### src/rtl/noteseq_pkg.sv
// rtl/noteseq_pkg.sv - shared types, note-code fields and octave-8 pitch table for the note sequencer
package noteseq_pkg;

    typedef enum logic [1:0] {
        ST_IDLE  = 2'd0,
        ST_FETCH = 2'd1,
        ST_APPLY = 2'd2,
        ST_HOLD  = 2'd3
    } state_e;

    localparam int OCT_MSB  = 7;
    localparam int OCT_LSB  = 4;
    localparam int SEMI_MSB = 3;
    localparam int SEMI_LSB = 0;

    localparam logic [3:0] REST_MIN_SEMI = 4'd12;
    localparam logic [3:0] MAX_OCT       = 4'd8;
    localparam logic [7:0] TIE_CODE      = 8'hFF;

    // Equal-tempered octave 8, C8..B8, in millihertz (A8 = 7040 Hz)
    localparam logic [31:0] F8_MHZ [12] = '{
        32'd4186009, 32'd4434922, 32'd4698636, 32'd4978032,
        32'd5274041, 32'd5587652, 32'd5919911, 32'd6271927,
        32'd6644875, 32'd7040000, 32'd7458620, 32'd7902133
    };

    // round(mhz * 2^phase_width / (clk_hz * 1000))
    function automatic logic [63:0] mhz_to_fcw(input logic [31:0] mhz,
                                               input int          clk_hz,
                                               input int          phase_width);
        logic [127:0] num;
        logic [127:0] den;
        num = 128'(mhz) << phase_width;
        den = 128'(clk_hz) * 128'd1000;
        return 64'((num + (den >> 1)) / den);
    endfunction

endpackage

### src/rtl/noteseq_pattern_ram.sv
// rtl/noteseq_pattern_ram.sv - STEPS x 8 pattern store, one write port, one registered read port
module noteseq_pattern_ram #(
    parameter int STEPS = 16
) (
    input  logic                     clk,
    input  logic                     we,
    input  logic [$clog2(STEPS)-1:0] waddr,
    input  logic [7:0]               wdata,
    input  logic                     re,
    input  logic [$clog2(STEPS)-1:0] raddr,
    output logic [7:0]               rdata
);

    logic [7:0] mem [STEPS];

    // rdata holds between reads so a prefetched code is immune to later writes
    always_ff @(posedge clk) begin
        if (we) begin
            mem[waddr] <= wdata;
        end
        if (re) begin
            rdata <= mem[raddr];
        end
    end

endmodule

### src/rtl/note_sequencer.sv
// rtl/note_sequencer.sv - pattern step sequencer feeding the DDS frequency word and gate; ties via NOTESEQ_TIE_EN
module note_sequencer
    import noteseq_pkg::*;
#(
    parameter int PHASE_WIDTH = 32,
    parameter int STEPS       = 16,
    parameter int CLK_HZ      = 100_000_000
) (
    input  logic                     clk,
    input  logic                     rst_active_low,
    input  logic                     start,
    input  logic                     stop,
    input  logic                     loop_en,
    input  logic [$clog2(STEPS)-1:0] last_step,
    input  logic [23:0]              step_period,
    input  logic [23:0]              gate_len,
    input  logic                     cfg_we,
    input  logic [$clog2(STEPS)-1:0] cfg_addr,
    input  logic [7:0]               cfg_data,
    output logic [PHASE_WIDTH-1:0]   freq_word,
    output logic                     gate,
    output logic [$clog2(STEPS)-1:0] step_idx,
    output logic                     busy,
    output logic                     done
);

    localparam int IW = $clog2(STEPS);

    state_e                 state;
    state_e                 state_next;
    logic [23:0]            per_q;
    logic [23:0]            glen_q;
    logic [23:0]            glen_act;
    logic [23:0]            cnt;
    logic [23:0]            cnt_inc;
    logic [23:0]            per_eff;
    logic [7:0]             rd_data;
    logic                   ram_re;
    logic [IW-1:0]          rd_addr;
    logic [IW-1:0]          next_idx;
    logic                   hold_term;
    logic                   fetch_entry;
    logic                   gate_fall;
    logic                   keep_gate;
    logic [3:0]             semi;
    logic [3:0]             oct_raw;
    logic [3:0]             oct;
    logic                   code_rest;
    logic [PHASE_WIDTH-1:0] fw_dec;
    logic [PHASE_WIDTH-1:0] note_fcw [16];

    generate
        for (genvar s = 0; s < 16; s++) begin : g_fcw
            if (s < 12) begin : g_note
                assign note_fcw[s] = PHASE_WIDTH'(mhz_to_fcw(F8_MHZ[s], CLK_HZ, PHASE_WIDTH));
            end else begin : g_rest
                assign note_fcw[s] = '0;
            end
        end
    endgenerate

    noteseq_pattern_ram #(.STEPS(STEPS)) u_ram (
        .clk   (clk),
        .we    (cfg_we),
        .waddr (cfg_addr),
        .wdata (cfg_data),
        .re    (ram_re),
        .raddr (rd_addr),
        .rdata (rd_data)
    );

    always_comb begin
        semi      = rd_data[SEMI_MSB:SEMI_LSB];
        oct_raw   = rd_data[OCT_MSB:OCT_LSB];
        oct       = (oct_raw > MAX_OCT) ? MAX_OCT : oct_raw;
        code_rest = (semi >= REST_MIN_SEMI);
        fw_dec    = note_fcw[semi] >> (MAX_OCT - oct);
    end

    assign per_eff   = (step_period < 24'd4) ? 24'd4 : step_period;
    assign cnt_inc   = cnt + 24'd1;
    assign next_idx  = (step_idx == last_step) ? '0 : step_idx + IW'(1);
    assign ram_re    = (state == ST_FETCH) || (state == ST_APPLY);
    assign rd_addr   = (state == ST_APPLY) ? next_idx : step_idx;
    // HOLD spans per-2 cycles; FETCH and APPLY complete the step
    assign hold_term = (state == ST_HOLD) && (cnt == per_q - 24'd3);
    assign busy      = (state != ST_IDLE);

`ifdef NOTESEQ_TIE_EN
    logic [7:0] next_code;
    logic       tie_step;
    logic       prev_rest;
    logic       first_step;
    logic       next_is_tie;

    // prefetched code is still on the RAM output during the first HOLD cycle
    assign next_is_tie = ((state == ST_HOLD) && (cnt == 24'd0)) ? (rd_data == TIE_CODE)
                                                                : (next_code == TIE_CODE);
    assign keep_gate   = tie_step || next_is_tie;
`else
    assign keep_gate   = 1'b0;
`endif

    assign gate_fall = (cnt_inc == glen_act) && !keep_gate;

    always_comb begin
        state_next = state;
        case (state)
            ST_IDLE:  if (start) state_next = ST_FETCH;
            ST_FETCH: state_next = ST_APPLY;
            ST_APPLY: state_next = ST_HOLD;
            ST_HOLD: begin
                if (hold_term) begin
                    if ((step_idx != last_step) || loop_en) state_next = ST_FETCH;
                    else                                    state_next = ST_IDLE;
                end
            end
            default:  state_next = ST_IDLE;
        endcase
        if (stop) state_next = ST_IDLE;
    end

    assign fetch_entry = (state_next == ST_FETCH) && (state != ST_FETCH);

    always_ff @(posedge clk or negedge rst_active_low) begin
        if (!rst_active_low) begin
            state <= ST_IDLE;
        end else begin
            state <= state_next;
        end
    end

    always_ff @(posedge clk or negedge rst_active_low) begin
        if (!rst_active_low) begin
            freq_word  <= '0;
            gate       <= 1'b0;
            step_idx   <= '0;
            done       <= 1'b0;
            per_q      <= 24'd4;
            glen_q     <= 24'd0;
            glen_act   <= 24'd0;
            cnt        <= 24'd0;
`ifdef NOTESEQ_TIE_EN
            next_code  <= 8'd0;
            tie_step   <= 1'b0;
            prev_rest  <= 1'b0;
            first_step <= 1'b0;
`endif
        end else begin
            done <= 1'b0;
            if (fetch_entry) begin
                per_q  <= per_eff;
                glen_q <= gate_len;
            end
            if (stop) begin
                gate <= 1'b0;
            end else begin
                case (state)
                    ST_IDLE: begin
                        if (start) begin
                            step_idx   <= '0;
`ifdef NOTESEQ_TIE_EN
                            first_step <= 1'b1;
`endif
                        end
                    end
                    ST_FETCH: begin
                        cnt <= cnt_inc;
                        if (gate_fall) gate <= 1'b0;
                    end
                    ST_APPLY: begin
                        cnt      <= 24'd0;
                        glen_act <= glen_q;
`ifdef NOTESEQ_TIE_EN
                        first_step <= 1'b0;
                        if ((rd_data == TIE_CODE) && !prev_rest && !first_step) begin
                            tie_step <= 1'b1;
                        end else begin
                            tie_step  <= 1'b0;
                            prev_rest <= code_rest;
                            if (code_rest) begin
                                gate <= 1'b0;
                            end else begin
                                freq_word <= fw_dec;
                                gate      <= (glen_q != 24'd0);
                            end
                        end
`else
                        if (code_rest) begin
                            gate <= 1'b0;
                        end else begin
                            freq_word <= fw_dec;
                            gate      <= (glen_q != 24'd0);
                        end
`endif
                    end
                    ST_HOLD: begin
                        cnt <= cnt_inc;
                        if (gate_fall) gate <= 1'b0;
`ifdef NOTESEQ_TIE_EN
                        if (cnt == 24'd0) next_code <= rd_data;
`endif
                        if (hold_term) begin
                            if (step_idx != last_step) begin
                                step_idx <= step_idx + IW'(1);
                            end else if (loop_en) begin
                                step_idx <= '0;
                            end else begin
                                gate <= 1'b0;
                                done <= 1'b1;
                            end
                        end
                    end
                    default: ;
                endcase
            end
        end
    end

endmodule

### config.mk
export PLATFORM = sky130hd
export DESIGN_NAME = note_sequencer
export DESIGN_NICKNAME = d
export VERILOG_FILES = /design/src/rtl/noteseq_pkg.sv /design/src/rtl/noteseq_pattern_ram.sv /design/src/rtl/note_sequencer.sv
export SDC_FILE = /design/constraint.sdc
export NUM_CORES = 1
export LEC_CHECK = 0
export BUFFER_PORTS_ARGS = -buffer_cell sky130_fd_sc_hd__buf_2
export CAP_MARGIN = 20
export CORE_UTILIZATION = 55
export DETAILED_ROUTE_END_ITERATION = 7
export PLACE_DENSITY_LB_ADDON = 0.3
export SYNTH_ARGS = -nofsm -noshare
export SYNTH_HDL_FRONTEND = slang
export SYNTH_SLANG_ARGS = --single-unit
### constraint.sdc
create_clock -name clk -period 4.65 [get_ports clk]
set_input_delay 0.465 -clock clk [delete_from_list [all_inputs] [get_ports clk]]
set_output_delay 0.465 -clock clk [all_outputs]
set_load 0.1 [all_outputs]
**Yosys cells after proc, flatten, opt, wreduce, memory -nomap -nowiden**

Memory sizes are Yosys's and may differ from the RTL's. A register that Yosys moved wholly into a read port is not among the register bits.
Index checks and enable logic that the tools add are counted.

- Multiply operators: 0
- Reduce and logical (&&, ||, !) cells: 15
- Equal/unequal tests: 12
- Bitwise logic cells: 3
- Add/sub/neg operators: 4
- Magnitude comparators: 4
- Div/mod/pow operators: 0
- Multiplexer cells: 31
- Shifts and indexed selects: 1

Operators by type and width:

| kind | count |
|---|---|
| 32-bit 2-to-1 mux | 2 |
| 24-bit equality test | 2 |
| 24-bit one-hot mux with 2 select lines | 1 |
| 32-bit by 4-bit right shift with 32-bit output | 1 |
| 4-bit 2-to-1 mux | 7 |
| 24-bit by 1-bit adder with 24-bit output, second input constant | 1 |
| 24-bit by 3-bit < comparator with 1-bit output, second input constant | 1 |
| 24-bit 2-to-1 mux | 1 |
| 24-bit nonzero test | 1 |
| 24-bit by 2-bit subtractor with 24-bit output, second input constant | 1 |
| 1-bit 2-to-1 mux | 14 |
| 2-bit one-hot mux with 4 select lines | 1 |
| 4-bit one-hot mux with 2 select lines | 1 |
| 2-bit 2-to-1 mux | 3 |
| 2-bit nonzero test | 3 |
| 5-bit greater-or-equal comparator, second input constant | 1 |
| 4-bit inverter with 5-bit output | 1 |
| 5-bit AND reduction | 1 |
| 4-bit by 1-bit adder with 4-bit output, second input constant | 1 |
| 2-bit by 1-bit equality test with 1-bit output, second input constant | 2 |
| 2-bit equality test, second input constant | 2 |
| 4-bit equality test | 1 |
| 4-bit greater-or-equal comparator, second input constant | 1 |
| 4-bit > comparator, second input constant | 1 |
| 14 further kinds | 19 |

- Memory bits (read-only): 512
- Register bits after elaboration: 136
- Output and inout bits: 39
- Latch bits: 0
- Memories kept: 2
- RAM bits: 128
- Input bits: 70
- Word-level logic and storage cells: 81

Memory list:

| name | depth | bits a word | read ports | clocked after Yosys merged registers in | wr ports | RTL line | text |
|---|---|---|---|---|---|---|---|
| (no name shown) | 16 | 32 | 1 | 0 | 0 | note_sequencer.sv:77 | `fw_dec = note_fcw[semi] >> (MAX_OCT - oct);` |
| u_ram.mem | 16 | 8 | 1 | 1 | 1 | noteseq_pattern_ram.sv:14 | `logic [7:0] mem [STEPS];` |

**Depth between registers and ports, before layout**

Gate-level depths: netlist (run 1).

- Word-level depth: 8
- Mapped depth: 15

**By module**

From an unflattened synthesis (run 1), not the netlist that was laid out.

- Cells, all modules: 1113
- Area total of the unflattened synthesis: 13377.8 µm²

By module, submodules not included:

| module | area an instance (µm²) | cells each | instances |
|---|---|---|---|
| note_sequencer | 8150.3 | 884 | 1 |
| noteseq_pattern_ram | 5227.5 | 229 | 1 |

**Worst setup path after synthesis (run 1)**

Ideal clock, no wire load.

- Path type: flip-flop to flip-flop
- From: register per_q[2]
- To: register glen_q[10]
- Data arrival time: 3.778 ns
- Cell stages (with the launch flop): 15
- Setup slack: 0.747 ns
- Buffers on the path: 5
- Clock period less this slack: 3.903 ns
- Path through: dfstp_2 > buf_6 > or4_1 > clkbuf_1 > or4_1 > buf_2 > or4_4 > mux2_1 > mux2i_1 > o22ai_1 > nand4b_2 > mux2i_1 > buf_6 > buf_6 > mux2_4

- Longest elaborated chain between the ends: 8

RTL lines:

| element | RTL line | text |
|---|---|---|
| start: declaration | note_sequencer.sv:31 | `logic [23:0] per_q;` |
| start signal: assignment | note_sequencer.sv:152 | `per_q <= per_eff;` |
| 24-bit by 2-bit subtractor with 24-bit output | note_sequencer.sv:86 | `assign hold_term = (state == ST_HOLD) && (cnt == per_q - 24'd3);` |
| 24-bit equality test | note_sequencer.sv:86 |  |
| 1-bit logical AND | note_sequencer.sv:86 |  |
| 2-bit 2-to-1 mux | note_sequencer.sv:113 | `if (hold_term) begin` |
| 2-bit one-hot mux with 4 select lines | note_sequencer.sv:108 | `case (state)` |
| 2-bit 2-to-1 mux | note_sequencer.sv:120 | `if (stop) state_next = ST_IDLE;` |
| 2-bit by 1-bit equality test with 1-bit output | note_sequencer.sv:123 | `assign fetch_entry = (state_next == ST_FETCH) && (state != ST_FETCH);` |
| 1-bit logical AND | note_sequencer.sv:123 |  |
| end signal: assignment | note_sequencer.sv:153 | `glen_q <= gate_len;` |
| end: declaration | note_sequencer.sv:32 | `logic [23:0] glen_q;` |

No other way between the ends.
A chain may end at the register's enable or synchronous reset.

**Worst setup path in the final report (run 1)**

- From: register per_q[3]
- To: register glen_q[1]

The elaborated chain is that of the path after synthesis.

==> results of run 1 <==
-- logic make-up after synthesis --
kind of cell | count (synthesis) | share of synthesized area
DFF | 259 | 0.518
adders and majority gates | 16 | 0.0145
buffers and inverters | 123 | 0.0394
xor gates and xnor gates | 68 | 0.0431
and+or+nand+nor | 417 | 0.152
AOI/OAI and AO/OA | 303 | 0.144
other | 1 | 0.000271
muxes | 107 | 0.0896
-- worst min-delay path by stage --
stage                                to  slack [ns]  cells after the start
2_1_floorplan        cnt[0]$_DFFE_PN0P_        0.17                      0
3_3_place_gp   freq_word[3]$_DFFE_PN0P_        0.45                      1
3_5_place_dp   freq_word[3]$_DFFE_PN0P_        0.47                      1
4_1_cts            per_q[8]$_DFFE_PN0P_        0.12                      1
5_1_grt          glen_q[18]$_DFFE_PN0P_        0.15                      2
6_report         glen_q[13]$_DFFE_PN0P_        0.16                      2
-- per-layer routing --
layer  vias up  track usage  share of wire
met4         0       0.0654          0.018
met1      4940        0.362           0.47
met3        41       0.0349          0.068
met5         -            0              0
li1       4873            -              -
met2       355        0.370           0.45
-- state kept, by name, indices dropped and copies added (netlist names), 2 cells and up --
register and cells:
step_idx 4, u_ram.rdata 8, state 2, per_q 24, glen_act 24, freq_word 19
cnt 24, u_ram.mem 128, glen_q 24
-- what timing repair did --
action / 4_1_cts / 5_1_grt
hold endpoints to repair: 0 / 5
resized for setup: 0 / 0
hold buffers: 0 / 1
-- synthesized netlist by cell type (all sizes together) (3+ instances only) --
cell type,n
nor4b,4
a21oi,54
and3,9
mux2,80
xnor2,40
a22oi,4
or3,8
o31ai,13
nand4,10
clkbuf,74
o221ai,3
and2,39
nor2,67
a211oi,54
dfrtp,122
or2,3
nor3b,8
nand2b,11
mux2i,27
nand3b,10
nand2,146
o21a,5
a22o,7
nand3,25
xor2,28
a21o,5
inv,18
buf,31
and4,6
edfxtp,136
o22ai,7
o41ai,3
nor2b,11
o21ai,74
o211ai,8
nor3,25
o2111ai,5
a311oi,17
nor4,19
or4,11
ha,16
o22a,4
a31oi,24
-- layout make-up --
class / instances / area [um2]
Inverter: 18 / 67.6
Timing Repair Buffer: 116 / 671
Multi-Input combinational cell: 924 / 6220
Sequential cell: 259 / 7160
Clock inverter: 17 / 186
Clock buffer: 32 / 694
Tap cell: 324 / 405
Fill cell: 1940 / 9050
-- through the flow --
step / setup WS, ns / instances / hold WS, ns / area [um2]
after detailed placement: 0.487 / 1638 / 0.470 / 14500
final: 0.451 / 1690 / 0.156 / 15400
after global placement: 0.530 / 1638 / 0.455 / 14500
after CTS: 0.485 / 1687 / 0.122 / 15400
after floorplan: 0.747 / 1306 / 0.169 / 13900
after global routing: 0.325 / 1690 / 0.151 / 15400
-- worst max-delay path: stages (launching register included) --
cell	delay [ns]
dfrtp_1	0.46
or4_1	0.66
or4_1	0.62
or4_4	0.59
mux2_1	0.32
mux2i_1	0.13
o22ai_1	0.13
nand4b_2	0.18
mux2i_4	0.27
buf_12	0.31
mux2_2	0.38
-- power breakdown --
part	switching (W)	internal, W	total (W)
combinational	0.00141	0.000958	0.00237
sequential	0.000469	0.00284	0.00331
clock	0.000867	0.00128	0.00215
==> reports/qor.csv, run 1 <==
metric,value,unit
status,"finished, final reports clean",
leakagePower,5.96,nW
port_buffers,95,
min_period,4.20,ns
vias_per_cell,6.04,
diodes,0,
ys_types,70,
path_clk_slew,0.06,ns
core_area,24500,um2
min_from,gate_len[13],
globalplace.congestion,0.886,
ys.flop_type,edfxtp_1,
clk_path_buf_depth,3,
fmax,238,MHz
yosysTopAreaCellShare,0.295,
setup_viol,0,
synth_top_cell_by_area,edfxtp_1,
clock_skew,0.0102,ns
yosysWarnings,0,
synth_area_leaders,"edfxtp_1 30%, dfrtp_1 22%, mux2_2 5.0%, nand2_1 4.0%, a211oi_1 2.9%",
ant_nets,0,
grt_util_all_layers,0.242,
critPathLaunchType,flip-flop,
hp-class,input pin to flip-flop,
tns,0,ns
final_cell_mix,"146 x nand2_1, 136 x edfxtp_1, 122 x dfrtp_1, 94 x buf_2, 73 x o21ai_0",
rsz0062_at_grt,false,
drcViolationCount,0,
grt_pass1_wl,50100,um
final_common_cell,nand2_1,
overflow,0,
crit_start,per_q[3]$_DFFE_PN0P_,
cp-end-kind,flip-flop,
synth.yosys.seq_area_share,0.518,
grt_max_degree,83,
grt_pass1_vias,9563,
finalNetCount,1432,
initial_core_util,0.565,
finalWirelength,30900,um
drv_cap,0,
wl_per_cell,18.3,um
final_core_util,0.630,
tightest_slew,1.10,ns
clkSinkCount,259,
cp_max_fo,48,
ff2ff_path_depth,10,
maxSlewHeadroom,0.261,
syn_inst,1294,
crit_type,flip-flop to flip-flop,
reg2reg_from,per_q[3]$_DFFE_PN0P_,
place_hpwl,21100,um
die_x,161,um
powerDensity,508,nW/um2
die-area,25800,um2
cts-root-buf,clkbuf_16,
r2r_end,glen_q[1]$_DFFE_PN0P_,
synth_seq_cells,259,
avgSynthCellArea,10.7,um2
htreeDepth,1,
die_h,161,um
drtIter0Drc,718,
post-cts-setup-buffers,0,
arrival,4.62,ns
critPathRequiredTime,5.07,ns
r2r_slack,0.45,ns
dr_total_vias,10209,
antenna_found_initial,0,
synth_edf_count,136,
dr.pass1.iters,6,
cts_buffers,27,
finalHoldViolations,0,
syn_area,13800,um2
p_total,0.00782,W
cp-endpoint,glen_q[1]$_DFFE_PN0P_,
drive_gt1_frac,0.183,
cts_tree,done,
max-vdd-ir-drop,0.000455,V
finalCritPeriodShare,0.903,
synthArstFlopShare,0.475,
slew_violations,0,
rows,57,
clk_latency,0.53,ns
area_growth,11.4,%
io_pins,109,
(Power assumes the default switching activity.)
==> run 2: changes to the inputs <==
==> constraint.sdc (replaced) <==
create_clock -name clk -period 3.9 [get_ports clk]
set_input_delay 0.39 -clock clk [delete_from_list [all_inputs] [get_ports clk]]
set_output_delay 0.39 -clock clk [all_outputs]
set_load 0.1 [all_outputs]
==> run 2 against run 1 <==
Clock power increased by 23%. Non-clock buffer count up 28. Utilization grew 1.4 points. Worst setup slack worse by 0.32 ns. Sequential share of layout area is 1.0 points lower. Critical endpoint is now per_q[11]$_DFFE_PN0P_. Highest routed layer unchanged.
==> reports/qor.csv, run 2 (synthesis gave the netlist of run 1 again) <==
metric,value,unit,change
status,"finished, final reports clean",,unchanged
vias_per_cell,6.04,,about the same
largest_reg_flops,128,,unchanged
overflow,0,,unchanged
path_clk_slew,0.06,ns,about the same
clock_skew,0.0135,ns,was 0.0102 ns
globalplace.congestion,0.903,,was 0.886
crit_type,flip-flop to flip-flop,,unchanged
arrival,4.19,ns,was 4.62 ns
comb_power_share,0.321,,was 0.303
swShare,0.348,,was 0.351
finalNetCount,1460,,was 1432
final_cell_mix,"146 x nand2_1, 136 x edfxtp_1, 122 x dfrtp_1, 94 x buf_2, 73 x o21ai_0",,unchanged
rsz0062_at_grt,false,,unchanged
holdPathEnd,glen_q[18]$_DFFE_PN0P_,,was glen_q[13]$_DFFE_PN0P_
grt_util_all_layers,0.244,,was 0.242
drtIter0Drc,776,,was 718
leakagePower,6.12,nW,was 5.96 nW
wl_per_cell,18.5,um,was 18.3 um
setup_viol,0,,unchanged
die-area,25800,um2,unchanged
powerDensity,608,nW/um2,was 508 nW/um2
critPathLaunchType,flip-flop,,unchanged
switchingPower,0.00333,W,was 0.00275 W
slew_violations,0,,unchanged
dr.pass1.iters,5,,was 6
place_hpwl,21600,um,was 21100 um
core_area,24500,um2,unchanged
critPathRequiredTime,4.32,ns,was 5.07 ns
rows,57,,unchanged
regMostFlops,u_ram.mem,,unchanged
cts_buffers,27,,unchanged
die_x,161,um,unchanged
cp_max_fo,12,,was 48
die_h,161,um,unchanged
holdPathStages,2,,unchanged
pwr-share-clk,0.277,,was 0.275
r2r_slack,0.13,ns,was 0.45 ns
clk_path_buf_depth,3,,unchanged
area_growth,13.9,%,was 11.4%
hp-class,input pin to flip-flop,,unchanged
fillers,1875,,was 1940
tns,0,ns,unchanged
ant_nets,0,,unchanged
min_from,gate_len[18],,was gate_len[13]
finalWirelength,31800,um,was 30900 um
port_buffers,95,,unchanged
r2r_end,per_q[11]$_DFFE_PN0P_,,was glen_q[1]$_DFFE_PN0P_
clkSinkCount,259,,unchanged
cts-root-buf,clkbuf_16,,unchanged
final_common_cell,nand2_1,,unchanged
power_frac_seq,0.402,,was 0.422
max-vdd-ir-drop,0.000571,V,was 0.000455 V
diodes,0,,unchanged
drcViolationCount,0,,unchanged
dr_total_vias,10377,,was 10209
clk_latency,0.54,ns,was 0.53 ns
fmax,265,MHz,was 238 MHz
cp-end-kind,flip-flop,,unchanged
min_period,3.77,ns,was 4.20 ns
grt_pass1_vias,9637,,was 9563
reg2reg_from,per_q[2]$_DFFE_PN1P_,,was per_q[3]$_DFFE_PN0P_
finalHoldViolations,0,,unchanged
maxSlewHeadroom,0.307,,was 0.261
grt_pass1_wl,50600,um,was 50100 um
finalCritPeriodShare,0.966,,was 0.903
drive_gt1_frac,0.204,,was 0.183
ff2ff_path_depth,11,,was 10
tightest_slew,1.04,ns,was 1.10 ns
p_total,0.00957,W,was 0.00782 W
initial_core_util,0.565,,unchanged
htreeDepth,1,,unchanged
io_pins,109,,unchanged
drv_cap,0,,unchanged
cts_tree,done,,unchanged
antenna_found_initial,0,,unchanged
grt_max_degree,75,,was 83
p_int,0.00624,W,was 0.00508 W
-- run 2: changes by cell type in the layout (fill, tap and decap cells not counted), sizes merged --
| cell | previous run | this run |
|---|---|---|
| buf | 115 | 141 |
| inv | 20 | 19 |
| clkinvlp | 0 | 5 |
| bufinv | 4 | 5 |
| clkbuf | 32 | 35 |
| clkinv | 11 | 6 |
-- run 2: power groups by stage --
stage,combinational (W),sequential (W),clock (W)
2_1_floorplan,0.00190,0.00422,0
3_3_place_gp,0.00294,0.00386,0
3_5_place_dp,0.00299,0.00389,0
4_1_cts,0.00301,0.00384,0.00268
5_1_grt,0.00333,0.00392,0.00278
6_report,0.00307,0.00385,0.00265
-- run 2: repair_timing --
item,4_1_cts,5_1_grt
setup buffers,0,2
setup endpoints to repair,0,47
gates resized for setup,0,5
hold endpoints to repair,48,0
hold buffers,1,0
-- run 2: final cells by class --
cell class | count | area (um2) | share of cell area
Timing Repair Buffer | 144 | 953 | 0.0605
Tap cell | 324 | 405 | 0.0257
Clock buffer | 33 | 698 | 0.0443
Sequential cell | 259 | 7160 | 0.455
Inverter | 18 | 67.6 | 0.00429
Multi-Input combinational cell | 924 | 6240 | 0.396
Clock inverter | 17 | 224 | 0.0142
-- run 2: worst max-delay path by stage --
stage	start	depth (start not counted)	endpoint	slack (ns)
after global routing	per_q[2]$_DFFE_PN1P_	11	per_q[4]$_DFFE_PN0P_	0.02
after floorplan	per_q[2]$_DFFE_PN1P_	14	glen_q[10]$_DFFE_PN0P_	0.01
after global placement	per_q[2]$_DFFE_PN1P_	10	glen_q[4]$_DFFE_PN0P_	0.11
after CTS	per_q[2]$_DFFE_PN1P_	10	glen_q[23]$_DFFE_PN0P_	0.05
final	per_q[2]$_DFFE_PN1P_	11	per_q[11]$_DFFE_PN0P_	0.13
after detailed placement	per_q[2]$_DFFE_PN1P_	10	glen_q[0]$_DFFE_PN0P_	0.08
-- run 2: routing by layer --
metal	vias up	track usage	wire length (um)
met5	-	0	0
met1	5030	0.360	14700
met2	372	0.382	14300
met4	0	0.0580	513
li1	4932	-	-
met3	43	0.0349	2320
-- run 2: worst max-delay path: stages, from the launching register on --
cell	delay, ns
dfstp_2	0.37
or4_4	0.54
or4_4	0.45
or4_4	0.56
mux2_1	0.32
mux2i_1	0.18
o22ai_2	0.11
nand4b_2	0.15
mux2i_4	0.27
buf_12	0.16
clkbuf_16	0.19
mux2_2	0.34
-- run 2: per-stage QoR --
step	instance area [um2]	setup WS (ns)	util	hold WS, ns	cells
floorplan	13900	0.0101	-	0.0944	1306
global placement	14700	0.114	0.601	0.456	1663
detailed placement	14700	0.0813	0.601	0.459	1663
CTS	15600	0.0501	0.639	0.0637	1714
global route	15800	0.0194	0.644	0.0659	1719
finish	15800	0.131	0.644	0.0763	1719
==> run 3: changes to the inputs <==
--- a/config.mk
+++ b/config.mk
@@ -5,9 +5,12 @@
 export SDC_FILE = /design/constraint.sdc
 export NUM_CORES = 1
 export LEC_CHECK = 0
+export ABC_AREA = 1
 export BUFFER_PORTS_ARGS = -buffer_cell sky130_fd_sc_hd__buf_2
 export CAP_MARGIN = 20
-export CORE_UTILIZATION = 55
+export CELL_PAD_IN_SITES_DETAIL_PLACEMENT = 2
+export CELL_PAD_IN_SITES_GLOBAL_PLACEMENT = 2
+export CORE_UTILIZATION = 37
 export DETAILED_ROUTE_END_ITERATION = 7
 export PLACE_DENSITY_LB_ADDON = 0.3
 export SYNTH_ARGS = -nofsm -noshare
==> run 3 against run 2 <==
Worst hold slack worse by 0.039 ns. Register-to-register slack better by 0.37 ns. Power increased by 40%. Via count rose by 16%. Critical path depth rose by 5. Count of clock-buffer cells in the layout increased by 12. Synthesized cell count increased by 29%.
==> reports/qor.csv, run 3 <==
metric,value,unit,change
top_layer,met4,,unchanged
fmax,294,MHz,was 265 MHz
overflow,0,,unchanged
p_total,0.0134,W,was 0.00957 W
grt_max_degree,68,,was 75
die_h,196,um,was 161 um
arrival,3.88,ns,was 4.19 ns
ys.flop_type,edfxtp_1,,unchanged
drive_gt1_frac,0.105,,was 0.204
grt_pass1_vias,13291,,was 9637
powerDensity,844,nW/um2,was 608 nW/um2
ys_types,44,,was 70
core_area,36800,um2,was 24500 um2
die-area,38400,um2,was 25800 um2
drcViolationCount,0,,unchanged
dr.pass1.iters,5,,unchanged
finalWirelength,46900,um,was 31800 um
leakagePower,7.14,nW,was 6.12 nW
synth_edf_count,136,,unchanged
place_inst,2187,,was 1663
maxSlewHeadroom,0.243,,was 0.307
vias_per_cell,5.38,,was 6.04
syn_inst,1675,,was 1294
port_buffers,95,,unchanged
cts-root-buf,clkbuf_16,,unchanged
crit_slowest_cell,nor3_1,,was or4_4
max-vdd-ir-drop,0.000534,V,was 0.000571 V
slew_violations,0,,unchanged
finalCritPeriodShare,0.871,,was 0.966
status,"finished, final reports clean",,unchanged
antenna_found_initial,0,,unchanged
hp-class,input pin to flip-flop,,unchanged
cp-end-kind,flip-flop,,unchanged
slowest_delay,0.52,ns,was 0.56 ns
synth_area_leaders,"edfxtp_1 29%, dfrtp_1 22%, nand2_1 12%, nand3_1 5.8%, inv_1 5.3%",,"was edfxtp_1 30%, dfrtp_1 22%, mux2_2 5.0%, nand2_1 4.0%, a211oi_1 2.9%"
synthArstFlopShare,0.475,,unchanged
path_common_cell,nand2_1,,was or4_4
yosysTopAreaCellShare,0.294,,was 0.295
clock_skew,0.0129,ns,was 0.0135 ns
tns,0,ns,unchanged
wl_met2,23100,um,was 14300 um
cts_buffers,31,,was 27
clk_path_buf_depth,3,,unchanged
wl_met3,1610,um,was 2320 um
wl_per_cell,20.9,um,was 18.5 um
crit_type,flip-flop to flip-flop,,unchanged
ant_nets,0,,unchanged
clkSinkCount,259,,unchanged
htreeDepth,1,,unchanged
area_growth,14.1,%,was 13.9%
initial_core_util,0.378,,was 0.565
synth_top_cell_by_area,edfxtp_1,,unchanged
io_pins,109,,unchanged
yosysWarnings,0,,unchanged
drv_cap,0,,unchanged
rows,70,,was 57
clk_latency,0.59,ns,was 0.54 ns
rsz0062_at_grt,false,,unchanged
place_hpwl,34100,um,was 21600 um
synth_most_common_cell,nand2_1,,unchanged
drtIter0Drc,527,,was 776
final_cell_mix,"448 x nand2_1, 196 x inv_1, 161 x nand3_1, 138 x o21ai_0, 136 x edfxtp_1",,"was 146 x nand2_1, 136 x edfxtp_1, 122 x dfrtp_1, 94 x buf_2, 73 x o21ai_0"
grt_util_all_layers,0.249,,was 0.244
globalplace.congestion,0.868,,was 0.903
regMostFlops,u_ram.mem,,unchanged
avgSynthCellArea,8.30,um2,was 10.7 um2
die_x,196,um,was 161 um
grt_pass1_wl,74300,um,was 50600 um
synth_seq_cells,259,,unchanged
finalHoldViolations,0,,unchanged
critPathRequiredTime,4.38,ns,was 4.32 ns
finalNetCount,1841,,was 1460
synth.yosys.seq_area_share,0.515,,was 0.518
tightest_slew,1.13,ns,was 1.04 ns
critPathLaunchType,flip-flop,,unchanged
setup_viol,0,,unchanged
final_common_cell,nand2_1,,unchanged
wl_met1,21100,um,was 14700 um
largest_reg_flops,128,,unchanged
path_cells,ha_1 > nand3_1 > nor3_1 > nand2_1 > o21ai_0 > nand2_1 > xor2_1 > nand2_1 > nor2_1 > nand2_1 > nor2_1 > nor2_1 > nand2_1 > nand2_1 > nand2_1 > nand2_1,,was or4_4 > or4_4 > or4_4 > mux2_1 > mux2i_1 > o22ai_2 > nand4b_2 > mux2i_4 > buf_12 > clkbuf_16 > mux2_2
cts_tree,done,,unchanged
cp_max_fo,5,,was 12
path_clk_slew,0.06,ns,about the same
diodes,0,,unchanged
dr_total_vias,12078,,was 10377
synthTopCellsByCount,"448 x nand2_1, 196 x inv_1, 161 x nand3_1",,"was 146 x nand2_1, 136 x edfxtp_1, 122 x dfrtp_1"
min_period,3.40,ns,was 3.77 ns
syn_area,13900,um2,was 13800 um2
fin_cells,2247,,was 1719
-- run 3: changes by cell type after synthesis, sizes merged, moves of 27 or more --
cell,delta
and2,-39
nor2,+67
nand3,+137
nand2,+302
o21ai,+68
a211oi,-54
clkbuf,-27
mux2,-76
inv,+180
mux2i,-27
-- run 3: report_power, final --
| part | switching, W | internal (W) | total (W) | leakage (nW) |
|---|---|---|---|---|
| Combinational | 0.00468 | 0.00173 | 0.00641 | 3.82 |
| Sequential | 0.000537 | 0.00348 | 0.00402 | 2.81 |
| Clock | 0.00117 | 0.00179 | 0.00296 | 0.508 |
-- run 3: timing repair --
action,in CTS,in global routing
hold buffers,1,0
endpoints found under the hold margin,65,0
endpoints found under the setup margin,0,43
resized for setup,0,1
buffers inserted,0,0
-- run 3: kinds of logic after synthesis --
logic type,after synthesis,synth area share
other,1,0.000270
AO/OA/AOI/OAI,266,0.108
multiplexers,4,0.00324
adder cells (fa/ha/maj),16,0.0144
buffers and inverters,283,0.0852
AND/OR/NAND/NOR,790,0.237
flip-flops,259,0.515
XOR/XNOR,56,0.0372
-- run 3: final timing paths --
path	start	end	slack, ns	cells after the start
setup / recovery	cnt[1]$_DFFE_PN0P_	gate$_DFFE_PN0P_	0.50	16
hold / removal	gate_len[5]	glen_q[5]$_DFFE_PN0P_	0.04	3
setup reg to reg	cnt[1]$_DFFE_PN0P_	gate$_DFFE_PN0P_	0.50	16
hold reg to reg	glen_q[16]$_DFFE_PN0P_	glen_q[16]$_DFFE_PN0P_	0.47	2
max in group asynchronous	rst_active_low	glen_q[14]$_DFFE_PN0P_	2.56	3
min in group asynchronous	rst_active_low	per_q[11]$_DFFE_PN0P_	0.50	2
-- run 3: layer usage --
layer	global-route usage	vias to the layer above
met4	0.0674	0
met1	0.325	6117
li1	-	5678
met2	0.432	218
met5	0	-
met3	0.0316	65
-- run 3: critical path, delay by kind of cell (launching register included) --
family | cells | cell delay (ns)
adder cells (fa/ha/maj) | 1 | 0.23
AO/OA/AOI/OAI | 1 | 0.27
AND/OR/NAND/NOR | 13 | 2.15
XOR/XNOR | 1 | 0.19
flip-flops | 1 | 0.46
-- run 3: cell type report --
cell class	instances	area, um2
Fill cell	4155	20900
Sequential cell	259	7160
Multi-Input combinational cell	1145	5640
Clock buffer	45	858
Inverter	200	751
Timing Repair Buffer	118	698
Tap cell	468	586
Clock inverter	12	178
-- run 3: stage by stage --
step	util	area, um2	hold WS, ns	setup WS [ns]
CTS	0.431	15800	0.0168	0.287
finish	0.432	15900	0.0370	0.501
global route	0.432	15900	0.0423	0.115
global placement	0.402	14800	0.459	0.573
detailed placement	0.402	14800	0.465	0.337
floorplan	-	14000	0.0944	1.02
